===== src/rtl/messbauer_diff_discriminator_generator.sv =====
// -----------------------------------------------------------------------------
// messbauer_diff_discriminator_generator
//
// Emits differential-discriminator pulse pairs for the Messbauer test bench.
// Each channel gets a burst of IMPULSES_PER_CHANNEL impulses. A "selected"
// impulse drives only lower_threshold, so it falls inside the discriminator
// window. A "rejected" impulse nests an upper_threshold pulse inside the
// lower pulse. After a burst the block waits for the sequencer's channel
// strobe, then advances channel_index and starts the next burst.
//
// Ports
//   aclk             : clock
//   areset_n         : asynchronous active-low reset; every output goes to 0
//   start            : one-cycle request, accepted only while idle
//   stop             : one-cycle request; the current impulse and its pause
//                      complete, then the block goes idle
//   channel          : one-cycle channel-advance strobe
//   lower_threshold  : lower discriminator output
//   upper_threshold  : upper discriminator output
//   channel_index    : current channel number
//   busy             : high whenever the block is not idle
//   channel_done     : one-cycle pulse in the first cycle spent waiting for
//                      the channel strobe
//   frame_done       : one-cycle pulse when channel_index wraps to 0
//   overrun          : sticky flag; a channel strobe arrived while the block
//                      was not waiting for one (cleared only by start)
//   selected_count   : selected impulses emitted since start, saturating
// -----------------------------------------------------------------------------
module messbauer_diff_discriminator_generator #(
    parameter int LOWER_THRESHOLD_DURATION = 3,
    parameter int UPPER_THRESHOLD_DELAY    = 1,
    parameter int UPPER_THRESHOLD_DURATION = 1,
    parameter int IMPULSES_PAUSE           = 10,
    parameter int IMPULSES_PER_CHANNEL     = 16,
    parameter int IMPULSES_FOR_SELECTION   = 4,
    parameter int SELECTION_MODE           = 0,
    parameter int CHANNEL_COUNT            = 512,
    parameter int CHANNEL_WIDTH            = 9,
    parameter int COUNTER_WIDTH            = 16
) (
    input  logic                     aclk,
    input  logic                     areset_n,
    input  logic                     start,
    input  logic                     stop,
    input  logic                     channel,
    output logic                     lower_threshold,
    output logic                     upper_threshold,
    output logic [CHANNEL_WIDTH-1:0] channel_index,
    output logic                     busy,
    output logic                     channel_done,
    output logic                     frame_done,
    output logic                     overrun,
    output logic [COUNTER_WIDTH-1:0] selected_count
);

    // One counter times both the lower pulse and the pause.
    localparam int CNT_MAX = (LOWER_THRESHOLD_DURATION > IMPULSES_PAUSE) ?
                             LOWER_THRESHOLD_DURATION : IMPULSES_PAUSE;
    localparam int CNT_W   = $clog2(CNT_MAX + 1);
    localparam int IDX_W   = (IMPULSES_PER_CHANNEL > 1) ? $clog2(IMPULSES_PER_CHANNEL) : 1;

    // The lower-pulse counter runs continuously from the lower rise, so the
    // phase boundaries are absolute offsets within the lower pulse.
    localparam logic [CNT_W-1:0] PRE_END   = CNT_W'(UPPER_THRESHOLD_DELAY - 1);
    localparam logic [CNT_W-1:0] UPPER_END = CNT_W'(UPPER_THRESHOLD_DELAY + UPPER_THRESHOLD_DURATION - 1);
    localparam logic [CNT_W-1:0] LOWER_END = CNT_W'(LOWER_THRESHOLD_DURATION - 1);
    localparam logic [CNT_W-1:0] PAUSE_END = CNT_W'(IMPULSES_PAUSE - 1);
    localparam logic [IDX_W-1:0] LAST_IMP  = IDX_W'(IMPULSES_PER_CHANNEL - 1);
    localparam logic [CHANNEL_WIDTH-1:0] LAST_CH = CHANNEL_WIDTH'(CHANNEL_COUNT - 1);

    typedef enum logic [2:0] {
        S_IDLE,
        S_LOWER_PRE,
        S_UPPER,
        S_LOWER_TAIL,
        S_PAUSE,
        S_WAIT_CHANNEL
    } state_t;

    state_t                   state_q, state_d;
    logic [CNT_W-1:0]         cnt_q, cnt_d;
    logic [IDX_W-1:0]         imp_q, imp_d;
    logic [CHANNEL_WIDTH-1:0] chan_q, chan_d;
    logic [COUNTER_WIDTH-1:0] sel_cnt_q, sel_cnt_d;
    logic                     stop_pend_q, stop_pend_d;
    logic                     started_q, started_d;
    logic                     overrun_q, overrun_d;
    logic                     lower_q, lower_d;
    logic                     upper_q, upper_d;
    logic                     busy_q, busy_d;
    logic                     channel_done_q, channel_done_d;
    logic                     frame_done_q, frame_done_d;
    logic                     enter_lower;
    logic                     stop_now;

    // Selection rule for impulse index idx within the burst.
    function automatic logic is_selected(input logic [IDX_W-1:0] idx);
        int v;
        v = 32'(idx);
        if (SELECTION_MODE == 0) begin
            return v < IMPULSES_FOR_SELECTION;
        end
        return (idx[0] == 1'b0) && ((v >> 1) < IMPULSES_FOR_SELECTION);
    endfunction

    // Saturating increment for selected_count.
    function automatic logic [COUNTER_WIDTH-1:0] sat_inc(input logic [COUNTER_WIDTH-1:0] c);
        return (&c) ? c : c + 1'b1;
    endfunction

    always_ff @(posedge aclk or negedge areset_n) begin
        if (!areset_n) begin
            state_q        <= S_IDLE;
            cnt_q          <= '0;
            imp_q          <= '0;
            chan_q         <= '0;
            sel_cnt_q      <= '0;
            stop_pend_q    <= 1'b0;
            started_q      <= 1'b0;
            overrun_q      <= 1'b0;
            lower_q        <= 1'b0;
            upper_q        <= 1'b0;
            busy_q         <= 1'b0;
            channel_done_q <= 1'b0;
            frame_done_q   <= 1'b0;
        end else begin
            state_q        <= state_d;
            cnt_q          <= cnt_d;
            imp_q          <= imp_d;
            chan_q         <= chan_d;
            sel_cnt_q      <= sel_cnt_d;
            stop_pend_q    <= stop_pend_d;
            started_q      <= started_d;
            overrun_q      <= overrun_d;
            lower_q        <= lower_d;
            upper_q        <= upper_d;
            busy_q         <= busy_d;
            channel_done_q <= channel_done_d;
            frame_done_q   <= frame_done_d;
        end
    end

    always_comb begin
        state_d        = state_q;
        cnt_d          = cnt_q + 1'b1;
        imp_d          = imp_q;
        chan_d         = chan_q;
        sel_cnt_d      = sel_cnt_q;
        stop_pend_d    = stop_pend_q;
        started_d      = started_q;
        overrun_d      = overrun_q;
        channel_done_d = 1'b0;
        frame_done_d   = 1'b0;
        enter_lower    = 1'b0;
        // A stop arriving on the very cycle a decision is taken still counts.
        stop_now       = stop_pend_q | stop;

        if ((state_q != S_IDLE) && stop) begin
            stop_pend_d = 1'b1;
        end

        // Before the first start there is nothing to overrun.
        if (channel && (state_q != S_WAIT_CHANNEL) &&
            ((state_q != S_IDLE) || started_q)) begin
            overrun_d = 1'b1;
        end

        case (state_q)
            S_IDLE: begin
                cnt_d = '0;
                if (start) begin
                    state_d     = S_LOWER_PRE;
                    enter_lower = 1'b1;
                    imp_d       = '0;
                    chan_d      = '0;
                    sel_cnt_d   = '0;
                    overrun_d   = 1'b0;
                    stop_pend_d = 1'b0;
                    started_d   = 1'b1;
                end
            end
            S_LOWER_PRE: begin
                if (cnt_q == PRE_END) begin
                    state_d = is_selected(imp_q) ? S_LOWER_TAIL : S_UPPER;
                end
            end
            S_UPPER: begin
                if (cnt_q == UPPER_END) begin
                    state_d = S_LOWER_TAIL;
                end
            end
            S_LOWER_TAIL: begin
                if (cnt_q == LOWER_END) begin
                    state_d = S_PAUSE;
                    cnt_d   = '0;
                end
            end
            S_PAUSE: begin
                if (cnt_q == PAUSE_END) begin
                    cnt_d = '0;
                    if (stop_now) begin
                        state_d     = S_IDLE;
                        stop_pend_d = 1'b0;
                    end else if (imp_q != LAST_IMP) begin
                        state_d     = S_LOWER_PRE;
                        imp_d       = imp_q + 1'b1;
                        enter_lower = 1'b1;
                    end else begin
                        state_d        = S_WAIT_CHANNEL;
                        channel_done_d = 1'b1;
                    end
                end
            end
            S_WAIT_CHANNEL: begin
                cnt_d = '0;
                // Stop outranks a simultaneous channel strobe.
                if (stop_now) begin
                    state_d     = S_IDLE;
                    stop_pend_d = 1'b0;
                end else if (channel) begin
                    state_d     = S_LOWER_PRE;
                    imp_d       = '0;
                    enter_lower = 1'b1;
                    if (chan_q == LAST_CH) begin
                        chan_d       = '0;
                        frame_done_d = 1'b1;
                    end else begin
                        chan_d = chan_q + 1'b1;
                    end
                end
            end
            default: begin
                state_d = S_IDLE;
                cnt_d   = '0;
            end
        endcase

        // Count on the lower rise of a selected impulse.
        if (enter_lower && is_selected(imp_d)) begin
            sel_cnt_d = sat_inc(sel_cnt_d);
        end

        // Outputs are registered copies of the next state's decode.
        lower_d = (state_d == S_LOWER_PRE) || (state_d == S_UPPER) || (state_d == S_LOWER_TAIL);
        upper_d = (state_d == S_UPPER);
        busy_d  = (state_d != S_IDLE);
    end

    assign lower_threshold = lower_q;
    assign upper_threshold = upper_q;
    assign channel_index   = chan_q;
    assign busy            = busy_q;
    assign channel_done    = channel_done_q;
    assign frame_done      = frame_done_q;
    assign overrun         = overrun_q;
    assign selected_count  = sel_cnt_q;

endmodule


===== config.mk =====
export PLATFORM = sky130hd
export DESIGN_NAME = messbauer_diff_discriminator_generator
export DESIGN_NICKNAME = d
export VERILOG_FILES = /design/src/rtl/messbauer_diff_discriminator_generator.sv
export SDC_FILE = /design/constraint.sdc
export NUM_CORES = 1
export LEC_CHECK = 0
export ABC_AREA = 0
export CAP_MARGIN = 20
export CELL_PAD_IN_SITES_DETAIL_PLACEMENT = 0
export CELL_PAD_IN_SITES_GLOBAL_PLACEMENT = 1
export CORE_MARGIN = 4
export CORE_UTILIZATION = 42
export DETAILED_ROUTE_END_ITERATION = 8
export PLACE_DENSITY = 0.83
export SLEW_MARGIN = 40
export SYNTH_ARGS = -nofsm -noshare
export SYNTH_HDL_FRONTEND = slang
export SYNTH_SLANG_ARGS = --single-unit

===== constraint.sdc =====
create_clock -name aclk -period 3 [get_ports aclk]
set_input_delay 0.75 -clock aclk [delete_from_list [all_inputs] [get_ports aclk]]
set_output_delay 0.75 -clock aclk [all_outputs]
set_load 0.05 [all_outputs]

* Yosys cells after proc, flatten, opt, wreduce, memory -nomap -nowiden
Index checks and enable logic that the tools add are counted.
** Operators by class
- Bitwise gates (word level) :: 2
- Add/subtract/negate cells :: 4
- Eq/ne operators :: 17
- Muxes and demuxes :: 58
- Magnitude comparators :: 3
- Shifts and indexed selects :: 0
- $mul :: 0
- Div/mod/pow operators :: 0
- Reductions and logical operators :: 17
** Operators by type and width (count)
- 2-to-1 mux 16 bit :: 4
- 2-to-1 mux 9 bit :: 4
- 2-to-1 mux 4 bit :: 8
- 2-to-1 mux 1 bit :: 27
- 2-to-1 mux 3 bit :: 9
- case mux 4 bit (3 select lines) :: 2
- case mux 3 bit (6 select lines) :: 1
- case mux 9 bit (2 select lines) :: 1
- adder 16 x 1 -> 16 bit, second input constant :: 1
- AND reduction 16 bit :: 1
- equality test 3 x 2 -> 1 bit, second input constant :: 4
- adder 9 x 1 -> 9 bit, second input constant :: 1
- equality test 9 bit, second input constant :: 1
- adder 4 x 1 -> 4 bit, second input constant :: 2
- < comparator 4 x 3 -> 1 bit, second input constant :: 2
- equality test 3 x 1 -> 1 bit, second input constant :: 2
- equality test 3 bit, second input constant :: 2
- inequality test 2 bit, second input constant :: 3
- case mux 1 bit (3 select lines) :: 2
- nonzero test 3 bit :: 2
- logical AND 1 bit :: 5
- equality test 4 x 1 -> 1 bit, second input constant :: 1
- equality test 4 x 2 -> 1 bit, second input constant :: 1
- equality test 4 bit, second input constant :: 1
- 12 further kinds :: 14
** Word-level totals
- Logic and storage cells :: 114
- Bits in latches :: 0
- Bits in read-only memories :: 0
- Flip-flop bits (word level) :: 44
- Bits in writable memories :: 0
- Memories :: 0
- Output and inout bits :: 31

* Depth between registers and ports, before layout
- Depth after elaboration :: 12
- Mapped depth :: 10
- Gate-level depth less buffers :: 9

* Worst setup path after synthesis
OpenSTA, ideal clock, no wires.
- Kind :: input to register
- From :: input port start
- To :: register sel_cnt_q[1] (netlist: selected_count[1])
- Data arrival time :: 2484 ps
- Setup slack :: 391 ps
- Stages on the path :: 8
- Path buffers :: 0
- Data required time :: 2875 ps
- Cell sequence :: nor4b_4 > nor2b_1 > ha_1 > nand4_1 > or3_1 > nor2_2 > nor3_1 > mux2_2
** On the way
- Word-level cells in the longest chain between the ends :: 5
- Elaborated cells on any way between the ends :: 12
** RTL lines
- start: declaration :: line 43 : input logic start,
- 2-to-1 mux 16 bit or 2-to-1 mux 4 bit (tied branches) :: line 171 : if (start) begin
- 2-to-1 mux 16 bit or case mux 4 bit (3 select lines) (tied branches) :: line 168 : case (state_q)
- adder 16 x 1 -> 16 bit (tied with other cells) :: line 108 : return (&c) ? c : c + 1'b1;
- 2-to-1 mux 16 bit or logical AND 1 bit (tied branches) :: line 108, 239
- 2-to-1 mux 16 bit * :: line 239 : if (enter_lower && is_selected(imp_d)) begin
- net sel_cnt_d[1] :: line 84 : logic [COUNTER_WIDTH-1:0] sel_cnt_q, sel_cnt_d;
- end signal: assignment :: line 131 : sel_cnt_q <= sel_cnt_d;
- end: declaration :: line 84
Mark *: on every way through the listed nets, which the timed path passes. The rest lies on a longest branch.
A chain may end at the register's enable or synchronous reset.

* Worst setup path after layout
- From :: input port start
- To :: register sel_cnt_q[0] (netlist: selected_count[0])
The elaborated chain is that of the path after synthesis.

==> qor.txt <==
Post-CTS Repair Setup Buffers: 0
mapped cell area: 0.002696 mm^2
Leak: 1.383 nW
dominant cells by area after synthesis: dfrtp_1 41%, nand2_1 4.9%, o21ai_0 4.5%
post-synthesis xor/xnor area fraction: 0.01949
clock share of power: 0.178
max-cap violation count: 0
root buffer cell: clkbuf_8
flops & latches, synth: 44
Final Wtd Congestion: 0.8744
clk_lat worst skew: 0.30 ns
hold_buf cts: 0
hpwl dp: 4577 um
sink count of the clock tree: 44
register share of total power: 0.376
Pre-antenna DRT Iters: 4
main combinational cell family by area after synthesis: simple AND/OR/NAND/NOR gates
initial DRC count: 90
fillers: 563
RR Endpoint: channel_index[5]$_DFFE_PN0P_
synthesized area per cell: 9.266 um^2
Post-synth top flop: dfrtp_1
Internal Power: 1.305 mW
Chip Height: 88.13 um
Yosys top cell area share: 0.4084
CTS tree: done
register area share after synthesis: 0.4084
Slew HR: 0.5921
worst-case vdd ir drop: 0.4219 mV
final-report setup violation count: 0
vias: 2340
NetSw: 0.9855 mW
simple logic cell fraction of the synthesized area: 0.3132
Via density: 5.558
post_cts resized: 0
Port Buf Inserts: 35
Antenna diodes: 0
Adder-Cell Fraction of Synth Area: 0.03712
CP startpoint: start
Post-synth EDFFs: 0
Worst Path Arrival: 2.96 ns
Mapped Cells: 291
design area: 0.003358 mm^2
Power Density: 682.1 mW/mm^2
routed len/inst: 15.09 um
Critical Path Sink Type: flop
CP Max Fanout: 4
clock tree buffer depth: 2
CP Launch Type: input port
compound-gate portion of the synthesized area: 0.1485
number of buffers created by CTS: 5
Worst Tran Pin Value: 0.6082 ns
initial antenna violation count: 0
row count: 28
Yosys warnings: 0
drt total wl: 6351 um
Final Hold Viols: 0
FF-to-FF path depth: 9
Post-synth top cells: 44 x dfrtp_1, 35 x nand2_1, 24 x o21ai_0, 20 x nor2_1, 13 x nand3_1
asr flop ratio synth: 1.000
# DRC: 0
Worst-path clk slew: 0.09 ns
Hold/Removal Path Class: input port to async pin
pin count of the biggest net entering global routing: 28
period utilization: 0.9240
H-tree depth: 2
critical path type: input port to flop
Die Wd: 88.13 um
worst path required time: 3.19 ns
IO Count: 36
register area: 0.001101 mm^2
Max Freq: 360.8 MHz
Antenna Nets Post-Route: 0
GRT Overall Usage: 0.1813
most numerous cell in the Yosys netlist: dfrtp_1
Placed Cells: 413
area of the multi-input gates: 0.001491 mm^2
Final Max Tran Viols: 0
Syn-to-layout area delta: 24.55%
Post-Syn Nets: 304
switching share of power: 0.4302
Setup Skew: 0.01048 ns
die area: 0.007766 mm^2
DP Area: 0.003258 mm^2
count of different cell masters after synthesis: 55
Final Critical Period: 2.772 ns
FF-to-FF setup slack: 0.49 ns
vias in the first global route: 2375
mux cell area share after synthesis: 0.03387
Core Footprint: 0.006061 mm^2
post-layout net count: 358
non-filler cells, final: 421
first-pass GRT wire length: 11320 um
Synth area leader: dfrtp_1
gr ovfl total: 0
combinational group share of total power: 0.446
RSZ-0062 raised after global routing: no
status: finished clean
share of layout cells above drive strength 1: 0.1705
reg-to-reg startpoint: channel_index[0]$_DFFE_PN0P_
Initial Utilization: 0.4449
[routing by layer]
metal	share of wire	track usage
met3	0.041	0.03198
met5	0	0
met2	0.48	0.2973
met1	0.47	0.2529
met4	0.0087	0.03709
[kinds of logic (layout without fill, tap and decap cells)]
family	after synthesis	after routing
XOR/XNOR	6	6
flip-flops	44	44
AND/OR/NAND/NOR	145	145
AO/OA/AOI/OAI	57	57
adder cells (fa/ha/maj)	8	8
buffers and inverters	22	77
multiplexers	9	9
[worst max-delay path by stage]
stage / end / slack (ns)
6_report: selected_count[0]$_DFF_PN0_ / 0.23
5_1_grt: selected_count[12]$_DFF_PN0_ / 0.05
4_1_cts: selected_count[12]$_DFF_PN0_ / 0.21
3_5_place_dp: selected_count[12]$_DFF_PN0_ / -0.11
3_3_place_gp: selected_count[10]$_DFF_PN0_ / -0.05
2_1_floorplan: selected_count[1]$_DFF_PN0_ / 0.39
[sequential cells by signal, summed over array words and instances, names as in the netlist]
signal / count
frame_done: 1
started_q: 1
lower_threshold: 1
state_q: 3
cnt_q: 4
channel_done: 1
overrun: 1
channel_index: 9
selected_count: 16
stop_pend_q: 1
busy: 1
upper_threshold: 1
imp_q: 4
[area by class of cell]
type,instances,share of cell area
Multi-Input combinational cell,225,0.4441
Sequential cell,44,0.3279
Timing Repair Buffer,62,0.1632
Tap cell,75,0.02794
Clock buffer,6,0.02459
Inverter,7,0.007824
Clock inverter,2,0.004471
[power by group through the flow]
stage               logic [mW]  clock network [mW]  registers, mW
global route              1.13               0.444          0.886
floorplan                0.584                   0          0.983
CTS                       1.03               0.419          0.861
global placement          1.01                   0          0.872
detailed placement        1.02                   0          0.870
finish                    1.02               0.408          0.860
[layout by cell type, fill, tap and decap left out, types with 3 or more instances in the layout]
cell and count:
buf_4 27, mux2i_1 8, nand2b_1 9, nand3_1 13, or2_2 8, nor4_1 4, clkdlybuf4s50_1 34, a31oi_1 4
nand4_1 7, o31ai_1 6, inv_1 7, nor2_1 19, nor4_2 5, and3_1 5, nor3_1 7, nor4b_1 3
and4_1 5, ha_1 8, clkbuf_8 6, nor2b_1 4, or3_1 4, a21oi_1 8, dfrtp_1 44, xnor2_1 3
nand2_1 35, xor2_1 3, o21ai_0 24
[through the flow]
stage	utilization	setup TNS [ns]	hold WS, ns	worst slack, ns	power (mW)
floorplan	-	0	0.4406	0.3913	1.567
global placement	0.5376	-0.1001	0.4529	-0.05360	1.881
detailed placement	0.5376	-0.5805	0.4553	-0.1082	1.892
CTS	0.5537	0	0.3787	0.2052	2.307
global route	0.5541	0	0.4039	0.05084	2.461
finish	0.5541	0	0.3674	0.2280	2.290
[critical path, cell delays in order]
cell and delay (ns):
clkdlybuf4s50_1 0.48, nor4b_4 0.18, nor2b_1 0.18, ha_1 0.21, nand4_1 0.12, or3_1 0.44
nor2_2 0.19, nor3_1 0.09, buf_4 0.17, xor2_1 0.14
Power figures use the tool's default switching activity.
